==> config.mk <==
export PLATFORM = sky130hd
export DESIGN_NAME = clk_tick_gen_flat
export DESIGN_NICKNAME = d
export VERILOG_FILES = /design/src/rtl/clk_tick_gen_if.sv /design/src/rtl/clk_tick_gen.sv /design/src/flat_wrapper.sv
export SDC_FILE = /design/constraint.sdc
export NUM_CORES = 1
export LEC_CHECK = 0
export ABC_AREA = 1
export CELL_PAD_IN_SITES_DETAIL_PLACEMENT = 1
export CELL_PAD_IN_SITES_GLOBAL_PLACEMENT = 2
export CORE_AREA = 2 2 244 246
export CTS_CLUSTER_DIAMETER = 100
export CTS_CLUSTER_SIZE = 28
export DETAILED_ROUTE_END_ITERATION = 10
export DIE_AREA = 0 0 246 248
export PLACE_DENSITY_LB_ADDON = 0.1
export SYNTH_ARGS = -nofsm -noshare
export SYNTH_HDL_FRONTEND = slang
export SYNTH_SLANG_ARGS = --single-unit
==> constraint.sdc <==
create_clock -name clk -period 3.81 [get_ports clk]
set_clock_uncertainty 0.2 [all_clocks]
set_input_delay 1.143 -clock clk [delete_from_list [all_inputs] [get_ports clk]]
set_output_delay 1.143 -clock clk [all_outputs]
set_load 0.05 [all_outputs]
==> src/rtl/clk_tick_gen_if.sv <==
// Configuration write port of clk_tick_gen: a valid/ready handshake that carries
// the target channel, its new half-period and its enable.
interface clk_tick_gen_if #(
  parameter int NCH   = 4,
  parameter int DIV_W = 32
);
  localparam int CH_W = (NCH > 1) ? $clog2(NCH) : 1;

  logic             cfg_valid;
  logic             cfg_ready;
  logic [CH_W-1:0]  cfg_ch;
  logic [DIV_W-1:0] cfg_half;
  logic             cfg_en;

  modport master (output cfg_valid, cfg_ch, cfg_half, cfg_en, input cfg_ready);
  modport slave  (input cfg_valid, cfg_ch, cfg_half, cfg_en, output cfg_ready);
endinterface

==> src/rtl/clk_tick_gen.sv <==
// Free-running cycle counter plus NCH run-time programmable tick/square-wave channels.
// Optional build macro CLKDIV_SYNC_START_EN adds a 'sync' input that restarts all running channels.
module clk_tick_gen #(
  parameter int CNT_W    = 32,
  parameter int NCH      = 4,
  parameter int DIV_W    = 32,
  parameter int DEF_HALF = 2_500_000
) (
  input  logic             clk,
  input  logic             rst_n,
`ifdef CLKDIV_SYNC_START_EN
  input  logic             sync,
`endif
  clk_tick_gen_if.slave    cfg,
  output logic [CNT_W-1:0] free_cnt,
  output logic [NCH-1:0]   tick,
  output logic [NCH-1:0]   sq
);
  localparam int CH_W = (NCH > 1) ? $clog2(NCH) : 1;

  typedef enum logic {
    ST_IDLE   = 1'b0,
    ST_COMMIT = 1'b1
  } cfg_state_t;

  cfg_state_t       state_r;
  cfg_state_t       state_nxt_s;
  logic             ready_nxt_s;
  logic             cfg_ready_r;
  logic             accept_s;
  logic             commit_s;
  logic             sync_s;
  logic [CH_W-1:0]  cap_ch_r;
  logic [DIV_W-1:0] cap_half_r;
  logic             cap_en_r;
  logic [CNT_W-1:0] free_cnt_r;

`ifdef CLKDIV_SYNC_START_EN
  assign sync_s = sync;
`else
  assign sync_s = 1'b0;
`endif

  assign accept_s      = (state_r == ST_IDLE) && cfg.cfg_valid;
  assign commit_s      = (state_r == ST_COMMIT);
  assign cfg.cfg_ready = cfg_ready_r;
  assign free_cnt      = free_cnt_r;

  // Free-running counter; wraps from all-ones to zero without a flag
  always_ff @(posedge clk or negedge rst_n) begin
    if (!rst_n) begin
      free_cnt_r <= {CNT_W{1'b0}};
    end else begin
      free_cnt_r <= free_cnt_r + CNT_W'(1);
    end
  end

  // Config FSM state register
  always_ff @(posedge clk or negedge rst_n) begin
    if (!rst_n) begin
      state_r <= ST_IDLE;
    end else begin
      state_r <= state_nxt_s;
    end
  end

  // Config FSM next state: a write always spends exactly one cycle in COMMIT
  always_comb begin
    state_nxt_s = state_r;
    case (state_r)
      ST_IDLE: begin
        if (cfg.cfg_valid) begin
          state_nxt_s = ST_COMMIT;
        end else begin
          state_nxt_s = ST_IDLE;
        end
      end
      ST_COMMIT: state_nxt_s = ST_IDLE;
      default:   state_nxt_s = ST_IDLE;
    endcase
  end

  // Config FSM output decode, taken from the next state so cfg_ready can be a flop
  always_comb begin
    ready_nxt_s = 1'b1;
    case (state_nxt_s)
      ST_IDLE:   ready_nxt_s = 1'b1;
      ST_COMMIT: ready_nxt_s = 1'b0;
      default:   ready_nxt_s = 1'b1;
    endcase
  end

  // Registered ready flag
  always_ff @(posedge clk or negedge rst_n) begin
    if (!rst_n) begin
      cfg_ready_r <= 1'b1;
    end else begin
      cfg_ready_r <= ready_nxt_s;
    end
  end

  // Capture the accepted write so the requester may change its data right away
  always_ff @(posedge clk or negedge rst_n) begin
    if (!rst_n) begin
      cap_ch_r   <= {CH_W{1'b0}};
      cap_half_r <= {DIV_W{1'b0}};
      cap_en_r   <= 1'b0;
    end else if (accept_s) begin
      cap_ch_r   <= cfg.cfg_ch;
      cap_half_r <= cfg.cfg_half;
      cap_en_r   <= cfg.cfg_en;
    end else begin
      cap_ch_r   <= cap_ch_r;
      cap_half_r <= cap_half_r;
      cap_en_r   <= cap_en_r;
    end
  end

  for (genvar c = 0; c < NCH; c++) begin : g_ch
    logic [DIV_W-1:0] cnt_r;
    logic [DIV_W-1:0] half_r;
    logic             en_r;
    logic             sq_r;
    logic             tick_r;
    logic             hit_s;
    logic             run_s;
    logic             wrap_s;

    // An out-of-range captured index matches no channel, so the write is dropped
    assign hit_s  = commit_s && (cap_ch_r == CH_W'(c));
    assign run_s  = en_r && (half_r != {DIV_W{1'b0}});
    assign wrap_s = (cnt_r == (half_r - DIV_W'(1)));

    // Channel divider: reconfigure, hold idle, restart on sync, or count toward a toggle
    always_ff @(posedge clk or negedge rst_n) begin
      if (!rst_n) begin
        cnt_r  <= {DIV_W{1'b0}};
        half_r <= DIV_W'(DEF_HALF);
        en_r   <= 1'b1;
        sq_r   <= 1'b0;
        tick_r <= 1'b0;
      end else if (hit_s) begin
        half_r <= cap_half_r;
        en_r   <= cap_en_r;
        cnt_r  <= {DIV_W{1'b0}};
        sq_r   <= 1'b0;
        tick_r <= 1'b0;
      end else if (!run_s || sync_s) begin
        cnt_r  <= {DIV_W{1'b0}};
        sq_r   <= 1'b0;
        tick_r <= 1'b0;
      end else if (wrap_s) begin
        cnt_r  <= {DIV_W{1'b0}};
        sq_r   <= ~sq_r;
        tick_r <= 1'b1;
      end else begin
        cnt_r  <= cnt_r + DIV_W'(1);
        tick_r <= 1'b0;
      end
    end

    assign tick[c] = tick_r;
    assign sq[c]   = sq_r;
  end

endmodule

==> src/flat_wrapper.sv <==
// flat-port wrapper written by rule: the top's interface ports become plain ports
module clk_tick_gen_flat 
#(
  parameter int CNT_W    = 32,
  parameter int NCH      = 4,
  parameter int DIV_W    = 32,
  parameter int DEF_HALF = 2_500_000
)
  (clk, rst_n, free_cnt, tick, sq, cfg_cfg_valid, cfg_cfg_ch, cfg_cfg_half, cfg_cfg_en, cfg_cfg_ready);
  clk_tick_gen_if #(.NCH(NCH), .DIV_W(DIV_W)) cfg_i ();
  input  logic clk;
  input  logic rst_n;
  output logic [CNT_W-1:0] free_cnt;
  output logic [NCH-1:0] tick;
  output logic [NCH-1:0] sq;
  input wire logic [$bits(cfg_i.cfg_valid)-1:0] cfg_cfg_valid;
  input wire logic [$bits(cfg_i.cfg_ch)-1:0] cfg_cfg_ch;
  input wire logic [$bits(cfg_i.cfg_half)-1:0] cfg_cfg_half;
  input wire logic [$bits(cfg_i.cfg_en)-1:0] cfg_cfg_en;
  output wire logic [$bits(cfg_i.cfg_ready)-1:0] cfg_cfg_ready;
  assign cfg_i.cfg_valid = cfg_cfg_valid;
  assign cfg_i.cfg_ch = cfg_cfg_ch;
  assign cfg_i.cfg_half = cfg_cfg_half;
  assign cfg_i.cfg_en = cfg_cfg_en;
  assign cfg_cfg_ready = cfg_i.cfg_ready;
  clk_tick_gen #(.CNT_W(CNT_W), .NCH(NCH), .DIV_W(DIV_W), .DEF_HALF(DEF_HALF)) u_core (.clk(clk), .rst_n(rst_n), .cfg(cfg_i), .free_cnt(free_cnt), .tick(tick), .sq(sq));
endmodule
==> summary.txt <==
Global routing
  • Initial antenna violation count: 2
  • Vias in the first global route: about 19k
  • Tot GR Track Use: 22.4%
  • Grt ovf: 0
  • Global-route wire length before repair: approximately 110 mm
  • Largest net degree at the start of global routing: between 70 and 80

Clock tree
  • TritonCTS clock tree: done
  • Cts repair resizes: 0
  • CTS buffer count: 20
  • Clock buffer depth: 3
  • Clk root buf: clkbuf_16
  • Clock sinks: ~340
  • H-Tree Depth: 1
  • Setup bufs post-CTS: 0
  • Hold-fix buffers, CTS: 0
  • Clock Pin Slew Worst Setup and Hold Paths: ~110 ps
  • Worst-skew pair later-pin latency: slightly below 600 ps

Floorplan
  • Die Span X: roughly 250 µm
  • Die Ht: ~250 µm
  • Row count: 89
  • Ports: about 80
  • Die area: around 61000 µm²
  • Core Area: between 50000 and 60000 µm²
  • Initial Util: 35.5%

Finish
  • Multi-input logic area: around 11000 µm²
  • Final nets: around 2.9k
  • Share of cells above drive strength 1: under 10%
  • Area occupied by registers: about 8500 µm²
  • Layout area overhead: 10.9%
  • Fill count: 7310

Logic synthesis
  • Synth cell types: between 40 and 50
  • Share of Yosys cell area claimed by the top area cell type: a little over a third
  • Synth async-reset ratio: 100%
  • Synth Instances: ~2.8k
  • Syn avg cell area: around 7.3 µm²
  • Most common cell in the synthesized netlist: nand2_1
  • Seq/Total Area, Yosys: 40.9%
  • Post-synth EDFFs: 0
  • Mapped Area: ~21000 µm²
  • Yosys Warn Count: 0
  • Seq cells post-synth: roughly 340
  • Synth Net Count: ~2.9k
  • Post-synth top cells: nand2_1 (776), nor2_1 (452), dfrtp_1 (300)
  • Top_reg_cell synth: dfrtp_1
  • Most area-hungry cell type in the Yosys netlist: dfrtp_1
  • Top post-synthesis cells by area: dfrtp_1 (36%), nand2_1 (14%), nor2_1 (8.2%), xor2_1 (6.7%), inv_1 (4.9%)

Placement
  • Gpl congestion: just under 0.9
  • DP HPWL: between 50 and 60 mm
  • Count of buffers from port buffering: between 70 and 80

Setup path
  • CP required: around 2500 ps
  • Crit start category: flip-flop
  • Critical path type: reg -> out
  • Crit Path Max Fanout: 7
  • R2R setup slack: approximately 700 ps
  • CP Capture Type: output port
  • Max stage delay on crit path: roughly 880 ps
  • WP buf/inv: 1
  • Arr. time, crit path: 1950 ps
  • Crit-path cells: clkdlybuf4s50_1
  • CP delay by family, top: buffers and inverters
  • Slowest stage cell, crit path: clkdlybuf4s50_1

Timing
  • Final hold viol count: 0
  • Crit share post-route: between 80% and 90%
  • Max_slew headroom: 54.2%
  • Unrepaired setup endpoints after global routing: no
  • Final setup TNS: 0 ps
  • Final setup viols: 0
  • Least-Margin Pin Slew: ~680 ps
  • Final Max Tran Viols: 0
  • Fmax achieved: ~0.3 GHz
  • Fin crit period: roughly 3300 ps

Route
  • DR WL met2: 32.1 mm
  • Top Layer Used: met4
  • Met3 WL: between 1 and 1.5 mm
  • Vias after detailed routing: about 18k
  • DRT Wirelength: roughly 66 mm
  • Wire length per cell: 18.1 µm
  • Post-route ant nets: 0
  • # DRC: 0
  • DRT iter0 DRCs: ~740
  • 1st-pass router iterations: 4
  • WL met1: between 30 and 40 mm
  • Vias per cell: 4.89

Flow run
  • Maxcap violations: 0

Power
  • PD cells: about 550 nW/µm²
  • Pwr Total: between 10 and 15 mW
  • P_leak: 10.0 nW
  • Max IR drop VDD: between 0.0003 and 0.0004 V

Worst hold path
  • Hold Crit Class: reg -> reg

Status
  • Status: completed
flip-flops by register name (all words and copies together), names as in the netlist:
name / count
u_core.g_ch.tick_r: 4
u_core.cap_en_r: 1
u_core.cfg.cfg_ready: 1
u_core.g_ch.sq_r: 4
u_core.g_ch.en_r: 4
u_core.free_cnt: 32
u_core.cap_half_r: 32
u_core.g_ch.half_r: 128
u_core.commit_s: 1
u_core.g_ch.cnt_r: 128
u_core.cap_ch_r: 2
worst register-to-register path, stage by stage, from the launching register on:
cell and delay (ps):
dfrtp_1 400, inv_1 130, ha_1 260, nand2_1 100, nor2_2 250, nand2_2 120
nor2_2 280, nand2_1 90, nand2_1 70, nand2_1 70, nand2_1 60, nand2_1 50
nor2_1 150, nand3_2 120, nor2_4 110, buf_4 380, nand3_1 130, nand2_1 90
where the power goes:
part	internal, mW	switching (mW)	total (mW)
Combinational	1.60	3.29	4.89
Sequential	4.24	0.878	5.12
Clock	1.11	1.46	2.57
area by class of cell:
class	count	share of cell area, %
timing repair buffer	96	4.28
multi-input combinational	2149	47.2
sequential	337	36.9
inverter	276	4.50
tap	773	4.20
clock inverter	11	0.577
clock buffer	25	2.39
antenna	1	0.0109
cell usage in the layout, fill, tap and decap left out, types with 21 or more instances in the layout:
cell type,Yosys,layout
nor2_2,60,60
dfstp_2,37,37
inv_1,270,270
clkbuf_16,0,21
nand2_1,776,775
xnor2_1,97,97
nor2_1,452,452
xor2_1,159,159
clkdlybuf4s50_1,0,77
nand4_1,67,67
dfrtp_1,300,300
nor3_1,61,60
nand3_1,148,146
o21ai_0,184,184
nand3b_1,28,28
metrics by stage:
stage          hold WS [ps]  instance area (µm²)  instances  utilization [%]  setup WS, ps
5_1_grt                 321                23000       3667             39.3           312
2_1_floorplan           253                20700       2830                -          1090
6_report                294                23000       3668             39.3           517
4_1_cts                 290                23000       3667             39.3           469
3_3_place_gp            268                22300       3631             38.2           780
3_5_place_dp            274                22300       3631             38.2           682
layer usage:
layer	GRT usage (%)	up-vias
li1	-	9001
met1	29.1	8731
met2	39.5	145
met3	2.21	77
met4	6.24	0
met5	0	-
final timing paths:
check                                         startpoint                        to  depth (start not counted)
min in group asynchronous                          rst_n   u_core.g_ch[1].cnt_r[7]                          1
worst max-delay path                 u_core.free_cnt[13]              free_cnt[13]                          1
max in group asynchronous                          rst_n  u_core.g_ch[0].half_r[7]                          2
worst min-delay path                  u_core.free_cnt[0]        u_core.free_cnt[0]                          1
worst min register to register        u_core.free_cnt[0]        u_core.free_cnt[0]                          1
worst max register to register  u_core.g_ch[1].half_r[0]       u_core.g_ch[1].sq_r                         17
logic make-up (layout without fill, tap and decap cells):
family	Yosys count	after routing	synth area share, %
simple gates	1670	1670	35.4
buf+inv	344	408	6.93
flops	337	337	40.9
xor+xnor	257	257	10.9
compound gates	213	213	5.37
fa+ha+maj	9	9	0.543
other cells	0	1	0
No activity file was read; power rests on OpenSTA's default activity.
